$ cat src/rtl/lsu_pkg.sv
// -----------------------------------------------------------------------------
// lsu_pkg
// Shared types and constants for the EXU load/store unit:
//   - lsu_state_e     : transaction FSM states (IDLE / REQ / RSP)
//   - RDTYPE_*        : bit positions inside the 4-bit load-type field
//   - LSU_B/H/W       : access size codes carried in rdtype[1:0]
//   - load_misaligned : alignment rule for loads of a given size
// -----------------------------------------------------------------------------
package lsu_pkg;

    typedef enum logic [1:0] {
        IDLE = 2'd0,
        REQ  = 2'd1,
        RSP  = 2'd2
    } lsu_state_e;

    // Load-type field layout: [1:0] size, [2] reserved, [3] unsigned.
    localparam int RDTYPE_SIZE_LO = 0;
    localparam int RDTYPE_SIZE_HI = 1;
    localparam int RDTYPE_RSVD    = 2;
    localparam int RDTYPE_UNS     = 3;

    localparam logic [1:0] LSU_B = 2'b00;
    localparam logic [1:0] LSU_H = 2'b01;
    localparam logic [1:0] LSU_W = 2'b10;

    // Bytes are always aligned; halfwords need an even address; anything
    // wider (including the unused size code) must be word aligned.
    function automatic logic load_misaligned(input logic [1:0] size,
                                             input logic [1:0] byte_off);
        logic mis;
        case (size)
            LSU_B:   mis = 1'b0;
            LSU_H:   mis = byte_off[0];
            default: mis = (byte_off != 2'b00);
        endcase
        return mis;
    endfunction

endpackage

$ cat src/rtl/exu_lsu_if.sv
// -----------------------------------------------------------------------------
// exu_lsu_if
// Word-addressed data bus between the load/store unit and memory.
//   req    master->slave  request, held until gnt
//   we     master->slave  1 = write
//   addr   master->slave  word address (low two bits zero)
//   be     master->slave  byte enables
//   wdata  master->slave  write data
//   gnt    slave->master  request accepted this cycle
//   rvalid slave->master  read data valid
//   rdata  slave->master  read word
// -----------------------------------------------------------------------------
interface exu_lsu_if;

    logic        req;
    logic        we;
    logic [31:0] addr;
    logic [3:0]  be;
    logic [31:0] wdata;
    logic        gnt;
    logic        rvalid;
    logic [31:0] rdata;

    modport master (
        output req, we, addr, be, wdata,
        input  gnt, rvalid, rdata
    );

    modport slave (
        input  req, we, addr, be, wdata,
        output gnt, rvalid, rdata
    );

endinterface

$ cat src/rtl/lsu_load_align.sv
// -----------------------------------------------------------------------------
// lsu_load_align
// Combinational load data extraction and extension.
//   rdata       in  32  word returned by the bus
//   byte_off    in   2  byte offset of the load address
//   size        in   2  LSU_B / LSU_H / LSU_W
//   is_unsigned in   1  zero-extend instead of sign-extend (B/H only)
//   data        out 32  value to write back
// -----------------------------------------------------------------------------
module lsu_load_align
    import lsu_pkg::*;
(
    input  logic [31:0] rdata,
    input  logic [1:0]  byte_off,
    input  logic [1:0]  size,
    input  logic        is_unsigned,
    output logic [31:0] data
);

    logic [7:0]  byte_val;
    logic [15:0] half_val;
    logic        byte_sign;
    logic        half_sign;

    // NOTE: every output of a combinational block gets a default on entry so
    // no path leaves it unassigned and a latch cannot be inferred.
    always_comb begin
        byte_val  = rdata[{byte_off, 3'b000} +: 8];
        half_val  = rdata[{byte_off[1], 4'b0000} +: 16];
        byte_sign = byte_val[7] & ~is_unsigned;
        half_sign = half_val[15] & ~is_unsigned;
        data      = rdata;
        case (size)
            LSU_B:   data = {{24{byte_sign}}, byte_val};
            LSU_H:   data = {{16{half_sign}}, half_val};
            default: data = rdata;
        endcase
    end

endmodule

$ cat src/rtl/exu_lsu.sv
// -----------------------------------------------------------------------------
// exu_lsu
// Responder side of the EXU memory-request interface. Registers one load or
// store per transaction, runs it on the data bus and writes extended load
// data back to the register file.
//   i_clk, i_rst        clock, synchronous active-high reset
//   i_mem_wen/ren       store / load request from the EXU
//   i_mem_addr          byte address
//   i_mem_wdata, i_data_be   lane-aligned store data and byte enables
//   i_mem_rdtype        load type: [1:0] size, [3] unsigned
//   i_rd_wen, i_rd_addr load destination
//   o_busy              stall: request seen this cycle or transaction open
//   bus                 data bus (master side)
//   o_wb_wen/addr/data  register-file write (wen is a one-cycle pulse)
//   o_misalign          one-cycle pulse: misaligned load, no bus access
//   o_bus_err           one-cycle pulse: bus timeout, no writeback
// -----------------------------------------------------------------------------
module exu_lsu
    import lsu_pkg::*;
#(
    parameter int unsigned TIMEOUT_CYCLES = 64
) (
    input  logic             i_clk,
    input  logic             i_rst,
    input  logic             i_mem_wen,
    input  logic             i_mem_ren,
    input  logic [31:0]      i_mem_addr,
    input  logic [31:0]      i_mem_wdata,
    input  logic [3:0]       i_data_be,
    input  logic [3:0]       i_mem_rdtype,
    input  logic             i_rd_wen,
    input  logic [4:0]       i_rd_addr,
    output logic             o_busy,
    exu_lsu_if.master        bus,
    output logic             o_wb_wen,
    output logic [4:0]       o_wb_addr,
    output logic [31:0]      o_wb_data,
    output logic             o_misalign,
    output logic             o_bus_err
);

    // One spare bit so the timer can never wrap while a transaction is open.
    localparam int unsigned        TIMER_W    = $clog2(TIMEOUT_CYCLES + 1);
    localparam logic [TIMER_W-1:0] TIMER_LAST = TIMER_W'(TIMEOUT_CYCLES - 1);

    lsu_state_e         state;
    logic [TIMER_W-1:0] timer;

    // Load context kept for extraction and writeback.
    logic [1:0]  addr_lo_q;
    logic [1:0]  size_q;
    logic        uns_q;
    logic        rd_wen_q;
    logic [4:0]  rd_addr_q;

    logic [1:0]  req_size;
    logic [31:0] load_data;
    logic        timed_out;
    logic        unused_rsvd;

    assign req_size    = i_mem_rdtype[RDTYPE_SIZE_HI:RDTYPE_SIZE_LO];
    assign timed_out   = (timer >= TIMER_LAST);
    assign unused_rsvd = i_mem_rdtype[RDTYPE_RSVD];

    // Only combinational output: the EXU must stall in the very cycle it
    // presents a request, before any register can react.
    assign o_busy = ~i_rst & ((state != IDLE) | i_mem_ren | i_mem_wen);

    lsu_load_align u_align (
        .rdata       (bus.rdata),
        .byte_off    (addr_lo_q),
        .size        (size_q),
        .is_unsigned (uns_q),
        .data        (load_data)
    );

    // NOTE: all state and registered outputs use non-blocking assignments so
    // every register samples pre-edge values regardless of statement order.
    always_ff @(posedge i_clk) begin
        if (i_rst) begin
            state      <= IDLE;
            timer      <= '0;
            addr_lo_q  <= '0;
            size_q     <= LSU_B;
            uns_q      <= 1'b0;
            rd_wen_q   <= 1'b0;
            rd_addr_q  <= '0;
            bus.req    <= 1'b0;
            bus.we     <= 1'b0;
            bus.addr   <= '0;
            bus.be     <= '0;
            bus.wdata  <= '0;
            o_wb_wen   <= 1'b0;
            o_wb_addr  <= '0;
            o_wb_data  <= '0;
            o_misalign <= 1'b0;
            o_bus_err  <= 1'b0;
        end else begin
            // Pulses default low and are raised for exactly one cycle below.
            o_wb_wen   <= 1'b0;
            o_misalign <= 1'b0;
            o_bus_err  <= 1'b0;

            case (state)
                IDLE: begin
                    if (i_mem_wen) begin
                        // Store has priority; a simultaneous load is dropped.
                        // An all-zero byte mask writes nothing, so skip the bus.
                        if (i_data_be != 4'h0) begin
                            bus.req   <= 1'b1;
                            bus.we    <= 1'b1;
                            bus.addr  <= {i_mem_addr[31:2], 2'b00};
                            bus.be    <= i_data_be;
                            bus.wdata <= i_mem_wdata;
                            timer     <= '0;
                            state     <= REQ;
                        end
                    end else if (i_mem_ren) begin
                        addr_lo_q <= i_mem_addr[1:0];
                        size_q    <= req_size;
                        uns_q     <= i_mem_rdtype[RDTYPE_UNS];
                        rd_wen_q  <= i_rd_wen;
                        rd_addr_q <= i_rd_addr;
                        if (load_misaligned(req_size, i_mem_addr[1:0])) begin
                            o_misalign <= 1'b1;
                        end else begin
                            bus.req   <= 1'b1;
                            bus.we    <= 1'b0;
                            bus.addr  <= {i_mem_addr[31:2], 2'b00};
                            bus.be    <= 4'hF;
                            bus.wdata <= '0;
                            timer     <= '0;
                            state     <= REQ;
                        end
                    end
                end

                REQ: begin
                    if (bus.gnt) begin
                        bus.req <= 1'b0;
                        timer   <= timer + 1'b1;
                        state   <= bus.we ? IDLE : RSP;
                    end else if (timed_out) begin
                        bus.req   <= 1'b0;
                        o_bus_err <= 1'b1;
                        state     <= IDLE;
                    end else begin
                        timer <= timer + 1'b1;
                    end
                end

                RSP: begin
                    if (bus.rvalid) begin
                        // Data is presented even when the write is suppressed.
                        o_wb_wen  <= rd_wen_q & (rd_addr_q != 5'd0);
                        o_wb_addr <= rd_addr_q;
                        o_wb_data <= load_data;
                        state     <= IDLE;
                    end else if (timed_out) begin
                        o_bus_err <= 1'b1;
                        state     <= IDLE;
                    end else begin
                        timer <= timer + 1'b1;
                    end
                end

                default: state <= IDLE;
            endcase
        end
    end

endmodule

$ cat src/flat_wrapper.sv
// flat-port wrapper written by rule: the top's interface ports become plain ports
module exu_lsu_flat import lsu_pkg::*;
#(
    parameter int unsigned TIMEOUT_CYCLES = 64
)
  (i_clk, i_rst, i_mem_wen, i_mem_ren, i_mem_addr, i_mem_wdata, i_data_be, i_mem_rdtype, i_rd_wen, i_rd_addr, o_busy, o_wb_wen, o_wb_addr, o_wb_data, o_misalign, o_bus_err, bus_req, bus_we, bus_addr, bus_be, bus_wdata, bus_gnt, bus_rvalid, bus_rdata);
  exu_lsu_if bus_i ();
  input  logic i_clk;
  input  logic i_rst;
  input  logic i_mem_wen;
  input  logic i_mem_ren;
  input  logic [31:0] i_mem_addr;
  input  logic [31:0] i_mem_wdata;
  input  logic [3:0] i_data_be;
  input  logic [3:0] i_mem_rdtype;
  input  logic i_rd_wen;
  input  logic [4:0] i_rd_addr;
  output logic o_busy;
  output logic o_wb_wen;
  output logic [4:0] o_wb_addr;
  output logic [31:0] o_wb_data;
  output logic o_misalign;
  output logic o_bus_err;
  output wire logic [$bits(bus_i.req)-1:0] bus_req;
  output wire logic [$bits(bus_i.we)-1:0] bus_we;
  output wire logic [$bits(bus_i.addr)-1:0] bus_addr;
  output wire logic [$bits(bus_i.be)-1:0] bus_be;
  output wire logic [$bits(bus_i.wdata)-1:0] bus_wdata;
  input wire logic [$bits(bus_i.gnt)-1:0] bus_gnt;
  input wire logic [$bits(bus_i.rvalid)-1:0] bus_rvalid;
  input wire logic [$bits(bus_i.rdata)-1:0] bus_rdata;
  assign bus_req = bus_i.req;
  assign bus_we = bus_i.we;
  assign bus_addr = bus_i.addr;
  assign bus_be = bus_i.be;
  assign bus_wdata = bus_i.wdata;
  assign bus_i.gnt = bus_gnt;
  assign bus_i.rvalid = bus_rvalid;
  assign bus_i.rdata = bus_rdata;
  exu_lsu #(.TIMEOUT_CYCLES(TIMEOUT_CYCLES)) u_core (.i_clk(i_clk), .i_rst(i_rst), .i_mem_wen(i_mem_wen), .i_mem_ren(i_mem_ren), .i_mem_addr(i_mem_addr), .i_mem_wdata(i_mem_wdata), .i_data_be(i_data_be), .i_mem_rdtype(i_mem_rdtype), .i_rd_wen(i_rd_wen), .i_rd_addr(i_rd_addr), .o_busy(o_busy), .bus(bus_i), .o_wb_wen(o_wb_wen), .o_wb_addr(o_wb_addr), .o_wb_data(o_wb_data), .o_misalign(o_misalign), .o_bus_err(o_bus_err));
endmodule
$ cat config.mk
export PLATFORM = sky130hd
export DESIGN_NAME = exu_lsu_flat
export DESIGN_NICKNAME = d
export VERILOG_FILES = /design/src/rtl/lsu_pkg.sv /design/src/rtl/exu_lsu_if.sv /design/src/rtl/lsu_load_align.sv /design/src/rtl/exu_lsu.sv /design/src/flat_wrapper.sv
export SDC_FILE = /design/constraint.sdc
export NUM_CORES = 1
export LEC_CHECK = 0
export BUFFER_PORTS_ARGS = -buffer_cell sky130_fd_sc_hd__clkbuf_2
export CORE_ASPECT_RATIO = 1.25
export CORE_MARGIN = 2
export CORE_UTILIZATION = 42
export CTS_CLUSTER_SIZE = 25
export DETAILED_ROUTE_END_ITERATION = 8
export PLACE_DENSITY_LB_ADDON = 0.12
export SYNTH_ARGS = -nofsm -noshare
export SYNTH_HDL_FRONTEND = slang
export SYNTH_HIERARCHICAL = 1
export SYNTH_SLANG_ARGS = --single-unit
$ cat constraint.sdc
create_clock -name i_clk -period 4.7 [get_ports i_clk]
set_clock_uncertainty 0.2 [all_clocks]
set_input_delay 0.47 -clock i_clk [delete_from_list [all_inputs] [get_ports i_clk]]
set_output_delay 0.47 -clock i_clk [all_outputs]
set_load 0.1 [all_outputs]
Word-level counts from Yosys, hierarchy flattened
Cells that the tools add are included.
- output and inout port bits: 111
- bits of input ports: 116
- bits in registers: 130
- word-level logic and storage cells: 113
- $lt $le $gt $ge: 1
- bitwise operators: 13
- add/sub/neg operators: 1
- shift-type cells: 2
- mux-type cells: 50
- reduce and logical (&&, ||, !) cells: 18
- equality and inequality tests: 11
- operators by type and width (kind ; count):
    2-to-1 mux 32 bit ; 8
    one-hot mux 32 bit (2 select lines) ; 1
    2-to-1 mux 7 bit ; 7
    indexed part select 32 x 6 -> 16 bit ; 1
    indexed part select 32 x 6 -> 8 bit ; 1
    one-hot mux 7 bit (3 select lines) ; 1
    2-to-1 mux 1 bit ; 17
    2-to-1 mux 2 bit ; 8
    2-to-1 mux 4 bit ; 4
    AND reduction 5 bit ; 2
    nonzero test 2 bit ; 4
    adder 7 x 1 -> 7 bit, second input constant ; 1
    >= comparator 7 x 6 -> 1 bit, second input constant ; 1
    inverter 1 bit ; 7
    equality test 2 x 1 -> 1 bit, second input constant ; 3
    zero test 2 bit ; 3
    != test 3 x 2 -> 1 bit, second input constant ; 2
    != test 3 bit, second input constant ; 2
    one-hot mux 1 bit (2 select lines) ; 3
    one-hot mux 2 bit (3 select lines) ; 1
    AND reduction 3 bit ; 2
    nonzero test 5 bit ; 1
    AND 1 bit ; 4
    != test 2 bit, second input constant ; 2
    9 further kinds ; 10

Depth between registers and ports, before layout
Gate-level depths: netlist of run 1.
- word-level depth: 10
- mapped depth: 7

Hierarchy
Netlist of run 1, hierarchy kept.
- by module, submodules not included (module ; area an instance (um^2) ; cells each ; times used):
    exu_lsu ; 4715.8 ; 549 ; 1
    lsu_load_align ; 739.5 ; 104 ; 1

Least setup slack after synthesis of run 1
OpenSTA, ideal clock, no wires.
- path kind: input to output
- start point: input port i_rst
- end point: output port o_busy
- stages on the path: 3
- path slack: 1876 ps
- data arrival time: 2154 ps
- buffers on the path: 2
- cells stage by stage: clkbuf_1 -> clkbuf_1 -> nor2_1
- word-level cells in the longest chain between the ends: 2
- ends and longest elaborated chain (item ; RTL line ; source):
    start: declaration ; flat_wrapper.sv:9 ; input logic i_rst;
    inverter 1 bit ; exu_lsu.sv:67 ; assign o_busy = ~i_rst & ((state != IDLE) | i_mem_ren | i_mem_wen);
    AND 1 bit ; exu_lsu.sv:67 ;
    end: declaration ; flat_wrapper.sv:18 ; output logic o_busy;
No other way between the ends.

Final worst setup path of run 1
- start point: register u_core.state[0]
- end point: output port o_busy
- word-level cells in the longest chain between the ends: 4
- ends and longest elaborated chain (item ; RTL line ; source):
    start: declaration ; exu_lsu.sv:46 ; lsu_state_e state;
    start signal: assignment ; exu_lsu.sv:142 ; state <= bus.we ? IDLE : RSP;
    nonzero test 2 bit ; exu_lsu.sv:67 ;
    OR 1 bit (2 in a row) ; exu_lsu.sv:67 ;
    AND 1 bit ; exu_lsu.sv:67 ;
No other way between the ends.

==> results of run 1 <==
[power breakdown]
group | internal, W | switching, W | total, W
Combinational | 0.000170 | 0.000594 | 0.000764
Sequential | 0.00114 | 0.0000388 | 0.00118
Clock | 0.000790 | 0.000512 | 0.00130
[critical path, stage by stage (launching register included)]
cell and delay [ns]:
dfxtp_1 0.39, inv_1 0.08, ha_1 0.28, inv_1 0.17, nor3_1 0.07, nor2_1 0.10
clkbuf_2 0.47
[layout make-up]
type	instances	area, um^2
Fill cell	1213	5440
Multi-Input combinational cell	468	2660
Sequential cell	128	2560
Timing Repair Buffer	230	1170
Clock buffer	18	429
Tap cell	168	210
Clock inverter	14	159
Inverter	11	41.3
[worst paths after layout]
| kind | from | end | slack, ns | depth (start not counted) |
|---|---|---|---|---|
| max | u_core/state[0] | o_busy | 2.06 | 6 |
| max reg2reg | u_core/addr_lo_q[1] | u_core/o_wb_data[10] | 2.20 | 5 |
| min reg2reg | u_core/bus.addr[17] | u_core/bus.addr[17] | 0.25 | 2 |
| min | i_mem_wdata[12] | u_core/bus.wdata[12] | 0.08 | 2 |
[routing by layer]
layer,part of all wire [%],up-vias,GRT usage (%)
met4,1.4,0,7.46
li1,-,2680,-
met2,50,242,39.9
met1,40,2538,26.2
met3,8.5,12,6.94
met5,0,-,0
[flip-flops by register name (all words and copies together), names as in the netlist]
| name | flops |
|---|---|
| u_core/bus.addr | 30 |
| u_core/o_wb_wen | 1 |
| u_core/o_misalign | 1 |
| u_core/o_wb_data | 32 |
| u_core/bus.req | 1 |
| u_core/uns_q | 1 |
| u_core/bus.be | 4 |
| u_core/size_q | 2 |
| u_core/o_bus_err | 1 |
| u_core/timer | 7 |
| u_core/state | 2 |
| u_core/addr_lo_q | 2 |
| u_core/rd_wen_q | 1 |
| u_core/bus.we | 1 |
| u_core/bus.wdata | 32 |
| u_core/o_wb_addr | 5 |
| u_core/rd_addr_q | 5 |
[synth_stat cells (2+ instances only)]
| library cell | instances |
|---|---|
| ha_1 | 5 |
| o22a_1 | 8 |
| inv_1 | 11 |
| nand2b_1 | 2 |
| and3_1 | 5 |
| o21ai_0 | 17 |
| a22o_1 | 43 |
| nand2_1 | 182 |
| mux2i_1 | 18 |
| nand3_1 | 3 |
| clkbuf_1 | 31 |
| nor2_1 | 19 |
| o22ai_1 | 3 |
| o21ai_1 | 4 |
| a21oi_1 | 89 |
| buf_2 | 9 |
| nor2b_1 | 13 |
| dfxtp_1 | 128 |
| a221o_1 | 8 |
| nor3b_1 | 2 |
| nand4_1 | 5 |
| buf_4 | 6 |
| nor3_1 | 8 |
[through the flow]
step / cell area, um^2 / worst slack, ns / util, % / total power (W) / instances
floorplan: 5460 / 1.88 / - / 0.00181 / 654
global placement: 6640 / 2.13 / 52.4 / 0.00196 / 1005
detailed placement: 6640 / 2.05 / 52.4 / 0.00197 / 1005
CTS: 7230 / 2.04 / 57.1 / 0.00328 / 1037
global route: 7230 / 1.90 / 57.1 / 0.00338 / 1037
finish: 7230 / 2.06 / 57.1 / 0.00325 / 1037
[logic make-up (layout without fill, tap and decap cells)]
family | after synthesis | count (layout) | synth area share [%]
mux | 20 | 20 | 3.99
compound gates | 191 | 191 | 23.4
xor+xnor | 1 | 1 | 0.161
flops | 128 | 128 | 47.0
simple gates | 249 | 249 | 19.7
buf+inv | 58 | 273 | 4.61
other cells | 1 | 2 | 0.0687
fa+ha+maj | 5 | 5 | 1.15
==> summary.txt, run 1 <==
Critical path
  • CP Data Required Time: between 4 and 5 ns
  • Worst Setup Path Type: reg -> out
  • CP arrival: 1.97 ns
  • CP max FO: 6
  • CP Launch Type: flip-flop
  • Setup crit end kind: output pin

Logic synthesis
  • Seq/Total Area, Yosys: 47.0%
  • Top FF cell, synth: dfxtp_1
  • Async SR Flop Fraction: 0%
  • Area leader, netlist: dfxtp_1
  • YS warnings: 6
  • Synth cell types: 57
  • Syn Area/Cell: roughly 8.4 um^2
  • Cell count after synthesis: 653
  • Yosys reg bits: between 100 and 150
  • EDFF count, synth: 0
  • Yosys top cell area share: 47.0%
  • Synth top area cells: dfxtp_1 47%, nand2_1 13%, a21oi_1 8.2%, a22o_1 6.9%, mux2i_1 3.3%
  • Cell Area, Synth: 5460 um^2

Worst hold path
  • Worst Hold Class: in -> reg

Cells and area
  • Ant diodes: 0
  • Nets: approximately 980
  • Syn-to-layout area delta: 32.5%
  • Commonest cells after routing, fill and taps aside: 222 x clkbuf_2, 182 x nand2_1, 128 x dfxtp_1
  • Commonest non-fill, non-tap cell in the layout: clkbuf_2
  • Fraction of layout cells with a size suffix above 1: 31.2%

Global route
  • Vias in the first global route: 5182
  • First-pass GRT wire length: approximately 26000 um
  • Initial antenna violation count: 0
  • Largest net degree at the start of global routing: 70
  • GRT Overall Usage: 22.8%
  • Grt ovf: 0

CTS
  • CTS Sinks: 128
  • TritonCTS buffer count: 17
  • CTS tree: done
  • Clk_lat worst skew: 0.40 ns
  • H-tree depth: 4
  • Root Buffer Master: clkbuf_16
  • Gates resized, CTS repair: 0
  • Post-CTS Hold Buffers: 0
  • Clock-pin slew on the worst setup and hold paths: roughly 0.060 ns
  • Post-CTS Setup Repair Bufs: 0
  • Clock tree buffer depth: 2

Timing
  • Crit path time final: 2.64 ns
  • Least-Margin Pin Slew: 1.32 ns
  • Max-slew headroom: a little under an eighth
  • Pins Over Slew Limit: 0
  • Setup tns final: 0 ns
  • RSZ-0062 raised after global routing: false
  • Crit share post-route: a little under three fifths
  • Fmax: 379 MHz
  • Final Hold Slack: about 0.077 ns
  • Final Hold Fails: 0
  • Setup violators final: 0

Route
  • Via count: about 5500
  • Routed len/inst: 15.5 um
  • Drt initial violations: 302
  • Remaining antenna violation count after routing: 0
  • Vias per inst: between 5 and 6
  • DRC errors left: 0
  • DR pass1 iterations: 5
  • Drt total wl: 16100 um

Die
  • Die X: roughly 110 um
  • Die area: 13900 um^2
  • Die H: about 130 um
  • Core area: 12700 um^2
  • # rows: 46
  • Starting Density: 43.1%
  • Ports: 227

Pwr
  • Pwr dens: 450 nW/um^2
  • Leakage: roughly 3.2 nW
  • Max VDD drop: 0.279 mV

Placement
  • HPWL after DPL: 11500 um
  • Buffers on Ports: 223
  • GPL Wtd Cong: 0.863

Flow run
  • Max cap viols: 0

Run status
  • Status: complete, no violations
No activity file was read; power rests on OpenSTA's default activity.
==> run 2: changes to the inputs <==
clock period = 2.7 ns   (was 4.7 ns; I/O delays follow)
==> run 2 against run 1 <==
Non-clock buffer count is 81 higher. Core utilization rose by 6.3 points. Total power grew 75%. Sequential share of layout area down 3.5 points. First-iteration DRC count grew 9.6%. Clock power is 68% higher. Critical path depth stayed put. Count of clock-buffer cells in the layout is the same. Critical endpoint unchanged.
==> summary.txt, run 2 (same netlist as run 1, synthesis figures left out) <==
Run status
  • Status: complete, no violations (unchanged)

Critical path
  • Critical path's top delay family: buffers and inverters (unchanged)
  • Critical path's most frequent cell: inv_1 (unchanged)
  • CP Launch Type: flip-flop (unchanged)
  • CP max stage cell: clkbuf_2 (unchanged)
  • Setup crit end kind: output pin (unchanged)
  • Worst R2R Setup Slack: 0.40 ns (was 2.20 ns)
  • CP max FO: 6 (unchanged)
  • CP Data Required Time: 2.23 ns (was 4.03 ns)
  • CP Cell Sequence: inv_1 > ha_1 > inv_1 > nor3_1 > nor2_1 > clkbuf_2 (unchanged)
  • CP bufs+invs: 3 (unchanged)
  • R2r endpoint: u_core/bus.addr[9] (was u_core/o_wb_data[10])
  • Worst Setup Path Type: reg -> out (unchanged)
  • CP arrival: 1.95 ns (was 1.97 ns)
  • FF-to-FF path depth: 7 (was 5)
  • CP max stage delay: 0.47 ns (about the same)
  • Worst R2R Start: u_core/state[0] (was u_core/addr_lo_q[1])

Cells and area
  • Area of the multi-input gates: 2660 um^2 (unchanged)
  • Fraction of layout cells with a size suffix above 1: 28.8% (was 31.2%)
  • Nets: 1058 (was 977)
  • FILL cells: 1118 (was 1213)
  • Commonest cells after routing, fill and taps aside: 222 x clkbuf_2, 182 x nand2_1, 128 x dfxtp_1 (unchanged)
  • Ant diodes: 0 (unchanged)
  • FF+latch area: 2560 um^2 (unchanged)
  • Commonest non-fill, non-tap cell in the layout: clkbuf_2 (unchanged)
  • Post-route insts no fill: 1116 (was 1037)
  • Syn-to-layout area delta: 47.0% (was 32.5%)
  • Post-route cell area: 8020 um^2 (was 7230 um^2)
  • Top Registers: u_core/bus.wdata: 32 flops, u_core/o_wb_data: 32 flops, u_core/bus.addr: 30 flops (unchanged)
  • Final core occ: 63.3% (was 57.1%)

Placement
  • Dpl cell area: 6680 um^2 (was 6640 um^2)
  • Buffers on Ports: 223 (unchanged)
  • Post-Place Cells: 1009 (was 1005)
  • HPWL after DPL: 11500 um (about the same)
  • GPL Wtd Cong: 0.866 (was 0.863)

CTS
  • CTS Sinks: 128 (unchanged)
  • TritonCTS buffer count: 17 (unchanged)
  • CTS tree: done (unchanged)
  • Root Buffer Master: clkbuf_16 (unchanged)
  • Clock-pin slew on the worst setup and hold paths: 0.06 ns (about the same)
  • H-tree depth: 4 (unchanged)
  • Clk_lat worst skew: 0.40 ns (about the same)
  • Gates resized, CTS repair: 0 (unchanged)
  • Clock tree buffer depth: 2 (unchanged)

Timing
  • Pins Over Slew Limit: 0 (unchanged)
  • RSZ-0062 raised after global routing: false (unchanged)
  • Fmax: 414 MHz
  • Final Hold Fails: 0 (unchanged)
  • Setup tns final: 0 ns (unchanged)
  • Crit path time final: 2.42 ns
  • Least-Margin Pin Slew: 0.859 ns (was 1.32 ns)
  • Setup violators final: 0 (unchanged)
  • Max-slew headroom: 42.6% (was 12.0%)
  • Crit share post-route: 89.5%

Die
  • Core area: 12700 um^2 (unchanged)
  • Die H: 131 um (unchanged)
  • Die area: 13900 um^2 (unchanged)
  • Starting Density: 43.1% (unchanged)
  • Ports: 227 (unchanged)
  • Die X: 106 um (unchanged)
  • # rows: 46 (unchanged)

Pwr
  • Clk pwr share: 38.5% (was 40.1%)
  • Internal: 0.00372 W (was 0.00210 W)
  • Sw Share: 34.7% (was 35.2%)
  • Pwr dens: 710 nW/um^2 (was 450 nW/um^2)
  • Power, Total: 0.00570 W (was 0.00325 W)
  • Reg power frac: 36.2% (was 36.4%)
  • Leakage: 3.51 nW (was 3.17 nW)
  • Psw: 0.00198 W (was 0.00114 W)
  • Combinational cell fraction of total power: 25.3% (was 23.5%)
  • Max VDD drop: 0.518 mV (was 0.279 mV)

Route
  • DR pass1 iterations: 5 (unchanged)
  • Drt initial violations: 331 (was 302)
  • Drt total wl: 17500 um (was 16100 um)
  • Via count: 5811 (was 5472)
  • Remaining antenna violation count after routing: 0 (unchanged)
  • Vias per inst: 5.21 (was 5.28)
  • Routed len/inst: 15.7 um (was 15.5 um)
  • DRC errors left: 0 (unchanged)

Flow run
  • Max cap viols: 0 (unchanged)

Worst hold path
  • Worst Hold Class: in -> reg (unchanged)
  • Hold worst-path end: u_core/o_wb_data[6] (was u_core/bus.wdata[12])
  • Hold-critical path depth: 4 (was 2)
  • Hold wc startpoint: bus_rdata[6] (was i_mem_wdata[12])

Global route
  • Largest net degree at the start of global routing: 93 (was 70)
  • GRT Overall Usage: 25.0% (was 22.8%)
  • Grt ovf: 0 (unchanged)
  • First-pass GRT wire length: 28000 um (was 25500 um)
  • Vias in the first global route: 5728 (was 5182)
  • Initial antenna violation count: 0 (unchanged)
==> run 2: worst max path at each step <==
stage	from	to	slack, ns	depth (start not counted)
floorplan	u_core/state[0]	o_busy	0.12	5
global placement	u_core/state[0]	u_core/bus.be[0]	0.47	7
CTS	u_core/state[0]	o_busy	0.26	6
detailed placement	u_core/state[0]	u_core/bus.be[0]	0.43	7
global route	u_core/state[0]	o_busy	0.19	6
finish	u_core/state[0]	o_busy	0.28	6
==> run 2: area by class of cell <==
| class | instances | share of cell area [%] |
|---|---|---|
| sequential | 128 | 32.0 |
| timing repair buffer | 311 | 24.7 |
| inverter | 11 | 0.515 |
| clock buffer | 18 | 5.35 |
| tap | 168 | 2.62 |
| clock inverter | 12 | 1.73 |
| multi-input combinational | 468 | 33.1 |
==> run 2: worst reg2reg max path, stage by stage (launching register included) <==
cell     delay (ns)
dfxtp_1        0.38
inv_1          0.09
ha_1           0.28
and3b_1        0.35
a32oi_2        0.29
buf_4          0.37
nand2_1        0.12
a21oi_1        0.15
==> run 2: timing repair <==
item | 4_1_cts | 5_1_grt
hold buffers | 77 | 0
setup buffers | 0 | 0
hold endpoints to repair | 77 | 0
==> run 2: per-layer routing <==
metal  routed length [um]  vias to the layer above  share of wire (%)  global-route usage [%]
li1                     -                     2832                  -                       -
met1                 6930                     2715                 40                    28.4
met2                 8980                      234                 51                    44.6
met3                 1190                       30                6.8                    6.50
met4                  428                        0                2.4                    9.28
met5                    0                        -                  0                       0
==> run 2: per-stage QoR <==
step | hold slack, ns | setup WS [ns]
after detailed placement | 0.246 | 0.426
after CTS | 0.0282 | 0.257
after global routing | 0.0551 | 0.186
final | 0.0485 | 0.282
after global placement | 0.238 | 0.466
after floorplan | 0.203 | 0.125
==> run 2: power groups by stage <==
| stage | clock network (W) | registers (W) | logic [W] |
|---|---|---|---|
| CTS | 0.00224 | 0.00206 | 0.00143 |
| finish | 0.00219 | 0.00206 | 0.00144 |
| detailed placement | 0 | 0.00210 | 0.00134 |
| global placement | 0 | 0.00209 | 0.00132 |
| floorplan | 0 | 0.00273 | 0.000412 |
| global route | 0.00232 | 0.00207 | 0.00151 |
